**src/rtl/decode_queue.sv**
```systemverilog
// decode_queue: circular FIFO of fetched instructions and their PCs between
// fetch and execute. The head entry is decoded combinationally into register
// fields, a sign-extended immediate and an illegal-opcode flag. When the
// queue is empty the decoder sees RESET_INSN and out_pc reads as zero.
module decode_queue #(
  parameter int          XLEN       = 32,
  parameter int          DEPTH      = 2,
  parameter logic [31:0] RESET_INSN = 32'h0000_0013
) (
  input  logic                       clk,
  input  logic                       rst,
  input  logic                       flush,
  input  logic                       in_valid,
  output logic                       in_ready,
  input  logic [31:0]                in_instr,
  input  logic [XLEN-1:0]            in_pc,
  output logic                       out_valid,
  input  logic                       out_ready,
  output logic [XLEN-1:0]            out_pc,
  output logic [6:0]                 opcode,
  output logic [4:0]                 rd,
  output logic [4:0]                 rs1,
  output logic [4:0]                 rs2,
  output logic [2:0]                 funct3,
  output logic [6:0]                 funct7,
  output logic [XLEN-1:0]            imm,
  output logic                       illegal,
  output logic [$clog2(DEPTH):0]     count
);

  localparam int PTR_W = $clog2(DEPTH);
  localparam int CNT_W = PTR_W + 1;

  // RV32I base opcodes
  localparam logic [6:0] OP_LOAD   = 7'b0000011;
  localparam logic [6:0] OP_FENCE  = 7'b0001111;
  localparam logic [6:0] OP_IMM    = 7'b0010011;
  localparam logic [6:0] OP_AUIPC  = 7'b0010111;
  localparam logic [6:0] OP_STORE  = 7'b0100011;
  localparam logic [6:0] OP_REG    = 7'b0110011;
  localparam logic [6:0] OP_LUI    = 7'b0110111;
  localparam logic [6:0] OP_BRANCH = 7'b1100011;
  localparam logic [6:0] OP_JALR   = 7'b1100111;
  localparam logic [6:0] OP_JAL    = 7'b1101111;
  localparam logic [6:0] OP_SYSTEM = 7'b1110011;

  // Storage (intentionally not reset; validity is tracked by count)
  logic [31:0]     mem_instr [DEPTH];
  logic [XLEN-1:0] mem_pc    [DEPTH];

  logic [PTR_W-1:0] wr_ptr;
  logic [PTR_W-1:0] rd_ptr;
  logic             full;
  logic             empty;
  logic             push;
  logic             pop;
  logic [31:0]      head_instr;

  // Sign-extended immediate for the instruction format implied by the opcode.
  // Each format is first assembled as a signed 32-bit value so that the size
  // cast to XLEN extends from instr[31].
  function automatic logic [XLEN-1:0] decode_imm(input logic [31:0] i);
    logic signed [31:0] v;
    v = '0;
    case (i[6:0])
      OP_LOAD, OP_IMM, OP_JALR, OP_SYSTEM:
        v = 32'(signed'(i[31:20]));
      OP_STORE:
        v = 32'(signed'({i[31:25], i[11:7]}));
      OP_BRANCH:
        v = 32'(signed'({i[31], i[7], i[30:25], i[11:8], 1'b0}));
      OP_LUI, OP_AUIPC:
        v = signed'({i[31:12], 12'b0});
      OP_JAL:
        v = 32'(signed'({i[31], i[19:12], i[20], i[30:21], 1'b0}));
      default:
        v = '0;
    endcase
    return XLEN'(v);
  endfunction

  // True for every RV32I base opcode; all of them end in 2'b11, so a
  // compressed-encoding prefix is rejected by the same check.
  function automatic logic legal_opcode(input logic [6:0] op);
    logic ok;
    case (op)
      OP_LOAD, OP_FENCE, OP_IMM, OP_AUIPC, OP_STORE, OP_REG,
      OP_LUI, OP_BRANCH, OP_JALR, OP_JAL, OP_SYSTEM: ok = 1'b1;
      default:                                       ok = 1'b0;
    endcase
    return ok;
  endfunction

  assign full      = (count == CNT_W'(DEPTH));
  assign empty     = (count == '0);
  assign in_ready  = !full;
  assign out_valid = !empty;
  assign push      = in_valid && in_ready;
  assign pop       = out_valid && out_ready;

  // Write the offered instruction into the tail slot; a flush discards it
  always_ff @(posedge clk) begin
    if (push && !flush) begin
      mem_instr[wr_ptr] <= in_instr;
      mem_pc[wr_ptr]    <= in_pc;
    end
  end

  // Pointer and occupancy bookkeeping; flush overrides any push or pop
  always_ff @(posedge clk or negedge rst) begin
    if (!rst) begin
      wr_ptr <= '0;
      rd_ptr <= '0;
      count  <= '0;
    end else if (flush) begin
      wr_ptr <= '0;
      rd_ptr <= '0;
      count  <= '0;
    end else begin
      if (push) wr_ptr <= wr_ptr + PTR_W'(1);
      if (pop)  rd_ptr <= rd_ptr + PTR_W'(1);
      case ({push, pop})
        2'b10:   count <= count + CNT_W'(1);
        2'b01:   count <= count - CNT_W'(1);
        default: count <= count;
      endcase
    end
  end

  // Combinational decode of the head entry (RESET_INSN when empty)
  always_comb begin
    head_instr = RESET_INSN;
    out_pc     = '0;
    if (!empty) begin
      head_instr = mem_instr[rd_ptr];
      out_pc     = mem_pc[rd_ptr];
    end
    opcode  = head_instr[6:0];
    rd      = head_instr[11:7];
    funct3  = head_instr[14:12];
    rs1     = head_instr[19:15];
    rs2     = head_instr[24:20];
    funct7  = head_instr[31:25];
    imm     = decode_imm(head_instr);
    illegal = !empty && !legal_opcode(head_instr[6:0]);
  end

endmodule

```
**config.mk**
```make
export PLATFORM = sky130hd
export DESIGN_NAME = decode_queue
export DESIGN_NICKNAME = d
export VERILOG_FILES = /design/src/rtl/decode_queue.sv
export SDC_FILE = /design/constraint.sdc
export NUM_CORES = 1
export LEC_CHECK = 0
export ABC_AREA = 1
export CAP_MARGIN = 20
export CORE_UTILIZATION = 35
export CTS_CLUSTER_SIZE = 16
export DETAILED_ROUTE_END_ITERATION = 8
export PLACE_DENSITY_LB_ADDON = 0.12
export REMOVE_ABC_BUFFERS = 1
export SKIP_LAST_GASP = 1
export SLEW_MARGIN = 20
export SYNTH_ARGS = -nofsm -noshare
export SYNTH_HDL_FRONTEND = slang
export SYNTH_SLANG_ARGS = --single-unit
```
**constraint.sdc**
```tcl
create_clock -name clk -period 6.35 [get_ports clk]
set_clock_uncertainty 0.1 [all_clocks]
set_input_delay 1.27 -clock clk [delete_from_list [all_inputs] [get_ports clk]]
set_output_delay 1.27 -clock clk [all_outputs]
set_load 0.02 [all_outputs]
```
==> results of run 1 <==
critical path: stages, from the launching register on:
cell	delay, ns
sky130_fd_sc_hd__dfrtp_2	0.81
sky130_fd_sc_hd__buf_4	0.48
sky130_fd_sc_hd__nand2_1	0.12
sky130_fd_sc_hd__nand3_2	0.12
sky130_fd_sc_hd__nand2_4	0.08
sky130_fd_sc_hd__nor2_2	0.18
sky130_fd_sc_hd__nand2_2	0.10
sky130_fd_sc_hd__nand2_1	0.09
sky130_fd_sc_hd__nand2_1	0.37
sky130_fd_sc_hd__nand3_1	0.23
sky130_fd_sc_hd__clkdlybuf4s50_1	0.62
cells in the mapped netlist, types with 4 or more instances:
cell type / count
sky130_fd_sc_hd__nor2_1: 24
sky130_fd_sc_hd__clkbuf_1: 7
sky130_fd_sc_hd__buf_2: 8
sky130_fd_sc_hd__nand2_1: 168
sky130_fd_sc_hd__nand2_2: 7
sky130_fd_sc_hd__buf_6: 7
sky130_fd_sc_hd__dfrtp_1: 4
sky130_fd_sc_hd__nand3_2: 13
sky130_fd_sc_hd__edfxtp_1: 128
sky130_fd_sc_hd__nor3_1: 5
sky130_fd_sc_hd__a21oi_1: 49
sky130_fd_sc_hd__nand2_4: 4
sky130_fd_sc_hd__nand3_1: 37
sky130_fd_sc_hd__inv_1: 21
power by group through the flow:
stage / combinational (W) / sequential (W) / clock, W
6_report: 0.00157 / 0.00108 / 0.000934
3_5_place_dp: 0.00158 / 0.00109 / 0
5_1_grt: 0.00170 / 0.00108 / 0.000997
2_1_floorplan: 0.000833 / 0.00110 / 0
4_1_cts: 0.00159 / 0.00108 / 0.000957
3_3_place_gp: 0.00158 / 0.00109 / 0
worst paths after layout:
kind                       startpoint               end  slack (ns)  depth (start not counted)
max                            rd_ptr           imm[22]        1.33                         10
min                            wr_ptr            wr_ptr        0.45                          1
max reg2reg                  count[0]  mem_instr[0][30]        3.79                          7
min reg2reg                    wr_ptr            wr_ptr        0.45                          1
max in group asynchronous         rst            rd_ptr        5.00                          1
min in group asynchronous         rst          count[1]        0.96                          1
cells by family after synthesis:
group / after synthesis
AND/OR/NAND/NOR: 267
flip-flops: 132
AO/OA/AOI/OAI: 57
buffers and inverters: 50
XOR/XNOR: 1
stage by stage:
| stage | hold WS (ns) | total power, W | setup slack, ns |
|---|---|---|---|
| floorplan | 0.358 | 0.00194 | 1.59 |
| global placement | 0.432 | 0.00267 | 1.81 |
| detailed placement | 0.441 | 0.00268 | 1.73 |
| CTS | 0.451 | 0.00363 | 1.26 |
| global route | 0.494 | 0.00378 | 1.03 |
| finish | 0.449 | 0.00358 | 1.33 |
per-layer routing:
layer / vias to the layer above / wire length (microns)
met5: - / 0
met4: 0 / 167
met3: 15 / 1130
met2: 143 / 6930
met1: 1960 / 6160
li1: 2082 / -
sequential cells by signal (all words and copies together) (netlist names):
name,flops
count,2
wr_ptr,1
mem_instr,64
mem_pc,64
rd_ptr,1
final cells by class:
cell class / instances / area, sq um / share of cell area
sequential: 132 / 3950 / 0.484
timing repair buffer: 174 / 1730 / 0.212
clock buffer: 19 / 433 / 0.0531
multi-input combinational: 325 / 1550 / 0.190
clock inverter: 13 / 134 / 0.0164
inverter: 24 / 90.1 / 0.0110
tap: 216 / 270 / 0.0331
==> flow_metrics.env, run 1 <==
export IMPL_yosysUniqueCellTypes=28
export IMPL_fraction_of_power_spent_switching_nets=0.381
export IMPL_ctsHoldBuffers=0
export IMPL_floorplan_rows=46
export IMPL_crit_path_end_kind="primary output"
export IMPL_peak_ir_drop_on_the_vdd_network_mv=0.203
export IMPL_ctsLongestPathBuffers=2
export IMPL_core_area_sq_um=15900
export IMPL_result_of_the_run="finished clean"
export IMPL_synth_compound_area_share=0.0525
export IMPL_grt_pass1_wl_mm=22.2
export IMPL_synth_top_area_cell="sky130_fd_sc_hd__edfxtp_1"
export IMPL_gr_usage_met1=0.221
export IMPL_clock_sinks=132
export IMPL_total_nets_final=743
export IMPL_crit_fanout=35
export IMPL_grt_busiest_layer="met2"
export IMPL_netlist_area_sq_um=5740
export IMPL_gp_routability_congestion=0.812
export IMPL_pwr_density_cell_nw_per_um2=438
export IMPL_drt_vias_per_instance=4.65
export IMPL_ys_seq_elements=132
export IMPL_final_period_utilization=0.790
export IMPL_hpwlAfterDp_mm=9.24
export IMPL_arrival_ns=3.65
export IMPL_start_kind="flop"
export IMPL_finalWorstPathRequiredPeriod_ns=5.02
export IMPL_port_buffer_count=169
export IMPL_area_growth_syn_to_layout_pct=42.0
export IMPL_p_int_w=0.00221
export IMPL_tritoncts="done"
export IMPL_power_combinational_fraction=0.438
export IMPL_p_sw_w=0.00136
export IMPL_max_cap_viol_count=0
export IMPL_clock_root_buffer="sky130_fd_sc_hd__clkbuf_16"
export IMPL_min_delay_path_class="reg -> reg"
export IMPL_postCtsSetupRepairBufs=0
export IMPL_grt_start_max_net_pins=65
export IMPL_fraction_of_the_mapped_netlist_area_in_adder_cells=0
export IMPL_floorplan_die_height_microns=130
export IMPL_timing_setup_critical_path_class="reg -> out"
export IMPL_num_fill_cells=1439
export IMPL_clkLatencyLatePin_ns=0.41
export IMPL_post_cts_resized_instances=0
export IMPL_dr_pass1_iters=4
export IMPL_synth_top_cells_by_area="sky130_fd_sc_hd__edfxtp_1 (67%), sky130_fd_sc_hd__nand2_1 (11%), sky130_fd_sc_hd__a21oi_1 (4.3%)"
export IMPL_share_clk_of_total_power=0.261
export IMPL_final_cell_area_sq_um=8150
export IMPL_initial_core_util=0.360
export IMPL_via_count_of_the_first_global_routing_pass=4104
export IMPL_most_common_layout_cells="sky130_fd_sc_hd__clkdlybuf4s50_1 (169), sky130_fd_sc_hd__nand2_1 (168), sky130_fd_sc_hd__edfxtp_1 (128)"
export IMPL_synth_largest_type_area_fraction=0.669
export IMPL_grt_met3_usage=0.0636
export IMPL_global_route_overflow=0
export IMPL_synth_yosys_warnings=0
export IMPL_yosys_mux_area_fraction=0
export IMPL_antenna_found_initial=0
export IMPL_routed_antenna_nets=0
export IMPL_clkSlewWorstSetupHoldPaths_ns=0.06
export IMPL_grtUsageMet2=0.295
export IMPL_vias=4200
export IMPL_largest_family_of_logic_cells_by_synthesized_area="simple AND/OR/NAND/NOR gates"
export IMPL_synth_top_flop_cell="sky130_fd_sc_hd__edfxtp_1"
export IMPL_layout_cells_sized_above_1=0.108
export IMPL_numCtsBuffers=17
export IMPL_synth_edff_count=128
export IMPL_syn_avg_cell_area_sq_um=11.3
export IMPL_htree_levels=4
export IMPL_placement_cell_area_sq_um=7590
export IMPL_yosys_area_share_xor_xnor=0.00153
export IMPL_yosys_area_share_simple=0.214
export IMPL_rsz0062_at_grt="false"
export IMPL_drt_total_wl_mm=14.4
export IMPL_finalCoreUtilization=0.511
export IMPL_synth_sequential_area_ratio=0.687
export IMPL_timing_worst_slew_pin_value_ns=0.903
export IMPL_routed_wire_length_per_instance_microns=15.9
export IMPL_synth_async_sr_flop_share=0.0303
export IMPL_die_width_microns=130
export IMPL_hold_viol=0
export IMPL_fin_tns_setup_ns=0
export IMPL_die_area_sq_um=16900
export IMPL_timing_fmax_mhz=199
export IMPL_timing_critical_path_required_ns=4.98
export IMPL_setup_viol=0
export IMPL_num_antenna_cells=0
export IMPL_placed_cells=871
export IMPL_drcViolationCount=0
export IMPL_most_common_cell_after_layout_fill_and_taps_aside="sky130_fd_sc_hd__clkdlybuf4s50_1"
export IMPL_first_iter_violations=218
export IMPL_share_seq_of_total_power=0.301
export IMPL_finalNonFillerCells=903
export IMPL_track_usage=0.180
export IMPL_synthesis_instances=507
export IMPL_max_slew_margin_rel=0.398
export IMPL_ioPinCount=170
export IMPL_leakage_power_nw=3.10
export IMPL_report_final_slew_viol_count=0
No activity file was read; power rests on OpenSTA's default activity.
==> run 2: changes to the inputs <==
clock period = 4.2 ns   (was 6.35 ns; I/O delays follow)
==> run 2 against run 1 <==
  * Sequential power rose by 48%
  * Cell area rose by 0.66%
  * Worst setup slack got worse by 1.0 ns
  * Flip-flop and latch count did not move
  * Die area did not move
  * Critical endpoint is now imm[28]
  * Worst hold slack got worse by 0.0051 ns
  * Register-to-register slack got worse by 1.4 ns
==> flow_metrics.env, run 2 (same netlist as run 1, synthesis figures left out) <==
export IMPL_highest_signal_layer="met4"
export IMPL_worst_setup_path_startpoint="rd_ptr"
export IMPL_ioPinCount=170
export IMPL_ff2ff_setup_slack_ns=2.35
export IMPL_drt_vias_per_instance=4.69
export IMPL_start_kind="flop"
export IMPL_gp_routability_congestion=0.836
export IMPL_routedLengthMet1_mm=6.25
export IMPL_tritoncts="done"
export IMPL_largestRegisters="mem_instr: 64 flops, mem_pc: 64 flops, count: 2 flops"
export IMPL_routed_antenna_nets=0
export IMPL_grt_pass1_wl_mm=22.0
export IMPL_dr_pass1_iters=4
export IMPL_peak_ir_drop_on_the_vdd_network_mv=0.285
export IMPL_first_iter_violations=268
export IMPL_layout_cells_sized_above_1=0.111
export IMPL_drcViolationCount=0
export IMPL_regToRegStartpoint="count[0]"
export IMPL_clkLatencyLatePin_ns=0.41
export IMPL_finalNonFillerCells=909
export IMPL_critPathTopFamily="buffers and inverters"
export IMPL_ctsLongestPathBuffers=2
export IMPL_crit_path_end_kind="primary output"
export IMPL_report_final_slew_viol_count=0
export IMPL_min_delay_path_class="reg -> reg"
export IMPL_die_area_sq_um=16900
export IMPL_global_route_overflow=0
export IMPL_post_layout_total_power_w=0.00540
export IMPL_timing_fmax_mhz=257
export IMPL_pwr_density_cell_nw_per_um2=657
export IMPL_routed_wire_length_per_instance_microns=16.0
export IMPL_hpwlAfterDp_mm=9.50
export IMPL_hold_viol=0
export IMPL_most_common_cell_after_layout_fill_and_taps_aside="sky130_fd_sc_hd__clkdlybuf4s50_1"
export IMPL_final_period_utilization=0.926
export IMPL_pre_cts_slack_ns=0.494
export IMPL_final_cell_area_sq_um=8210
export IMPL_timing_setup_critical_path_class="reg -> out"
export IMPL_cpMaxStageDelayCell="sky130_fd_sc_hd__clkdlybuf4s50_1"
export IMPL_total_nets_final=749
export IMPL_crit_fanout=44
export IMPL_setup_viol=0
export IMPL_area_growth_syn_to_layout_pct=42.9
export IMPL_finalWorstPathRequiredPeriod_ns=3.89
export IMPL_path_buf_inv=3
export IMPL_vias=4265
export IMPL_htree_levels=4
export IMPL_numCtsBuffers=17
export IMPL_ctsHoldBuffers=0
export IMPL_via_count_of_the_first_global_routing_pass=4103
export IMPL_track_usage=0.178
export IMPL_timing_critical_path_cells="inv_4 > buf_4 > nor2_1 > nor3_1 > nand3_1 > nand3_2 > clkdlybuf4s50_1"
export IMPL_leakage_power_nw=3.12
export IMPL_slowest_delay_ns=0.60
export IMPL_grt_start_max_net_pins=65
export IMPL_placed_cells=875
export IMPL_floorplan_rows=46
export IMPL_most_common_layout_cells="sky130_fd_sc_hd__clkdlybuf4s50_1 (169), sky130_fd_sc_hd__nand2_1 (167), sky130_fd_sc_hd__edfxtp_1 (128)"
export IMPL_min_delay_start="wr_ptr"
export IMPL_arrival_ns=2.95
export IMPL_num_antenna_cells=0
export IMPL_timing_critical_path_required_ns=3.26
export IMPL_initial_core_util=0.360
export IMPL_floorplan_die_height_microns=130
export IMPL_placement_cell_area_sq_um=7640
export IMPL_max_cap_viol_count=0
export IMPL_rsz0062_at_grt="false"
export IMPL_clock_root_buffer="sky130_fd_sc_hd__clkbuf_16"
export IMPL_result_of_the_run="finished clean"
export IMPL_max_slew_margin_rel=0.648
export IMPL_fin_tns_setup_ns=0
export IMPL_post_route_worst_setup_slack_ns=0.312
export IMPL_port_buffer_count=169
export IMPL_timing_worst_slew_pin_value_ns=0.528
export IMPL_met2WireLength_mm=7.03
export IMPL_clock_sinks=132
export IMPL_clkSlewWorstSetupHoldPaths_ns=0.05
export IMPL_drt_total_wl_mm=14.6
export IMPL_die_width_microns=130
export IMPL_dr_wl_met3_mm=1.15
export IMPL_antenna_found_initial=0
export IMPL_core_area_sq_um=15900
## run 2: timing repair
item | in CTS | in global routing
setup buffers | 0 | 2
endpoints found under the setup margin | 0 | 23
resized for setup | 0 | 5
## run 2: area by class of cell
cell class              count  area [sq um]
clock inverters             6          60.1
well taps                 216           270
inverters                  24          92.6
flip-flops and latches    132          3950
multi-input cells         325          1560
fillers                  1441          7730
repair buffers            180          1810
clock buffers              26           479
## run 2: metal layers
layer,vias to the layer above,track usage
met3,10,0.0570
li1,2084,-
met1,2017,0.225
met4,0,0.0650
met5,-,0
met2,154,0.285
## run 2: final timing paths
check	end	cells after the start
setup / recovery	imm[28]	7
hold / removal	wr_ptr	1
setup reg to reg	mem_pc[0][26]	7
hold reg to reg	wr_ptr	1
max in group asynchronous	rd_ptr	1
min in group asynchronous	count[0]	1
## run 2: worst reg2reg max path, delay by kind of cell, from the launching register on
kind | cells | cell delay [ns]
buffers and inverters | 3 | 0.54
and+or+nand+nor | 4 | 0.44
DFF | 1 | 0.38
## run 2: where the power goes
group          internal [W]  leakage (nW)  switching, W  total, W
combinational      0.000947          1.64       0.00151   0.00246
sequential          0.00157          1.23     0.0000317   0.00160
clock              0.000841         0.258      0.000497   0.00134
## run 2: per-stage QoR
stage | hold slack, ns | utilization
final | 0.444 | 0.515
after global routing | 0.491 | 0.515
after CTS | 0.448 | 0.513
after detailed placement | 0.438 | 0.479
after global placement | 0.433 | 0.479
after floorplan | 0.358 | -
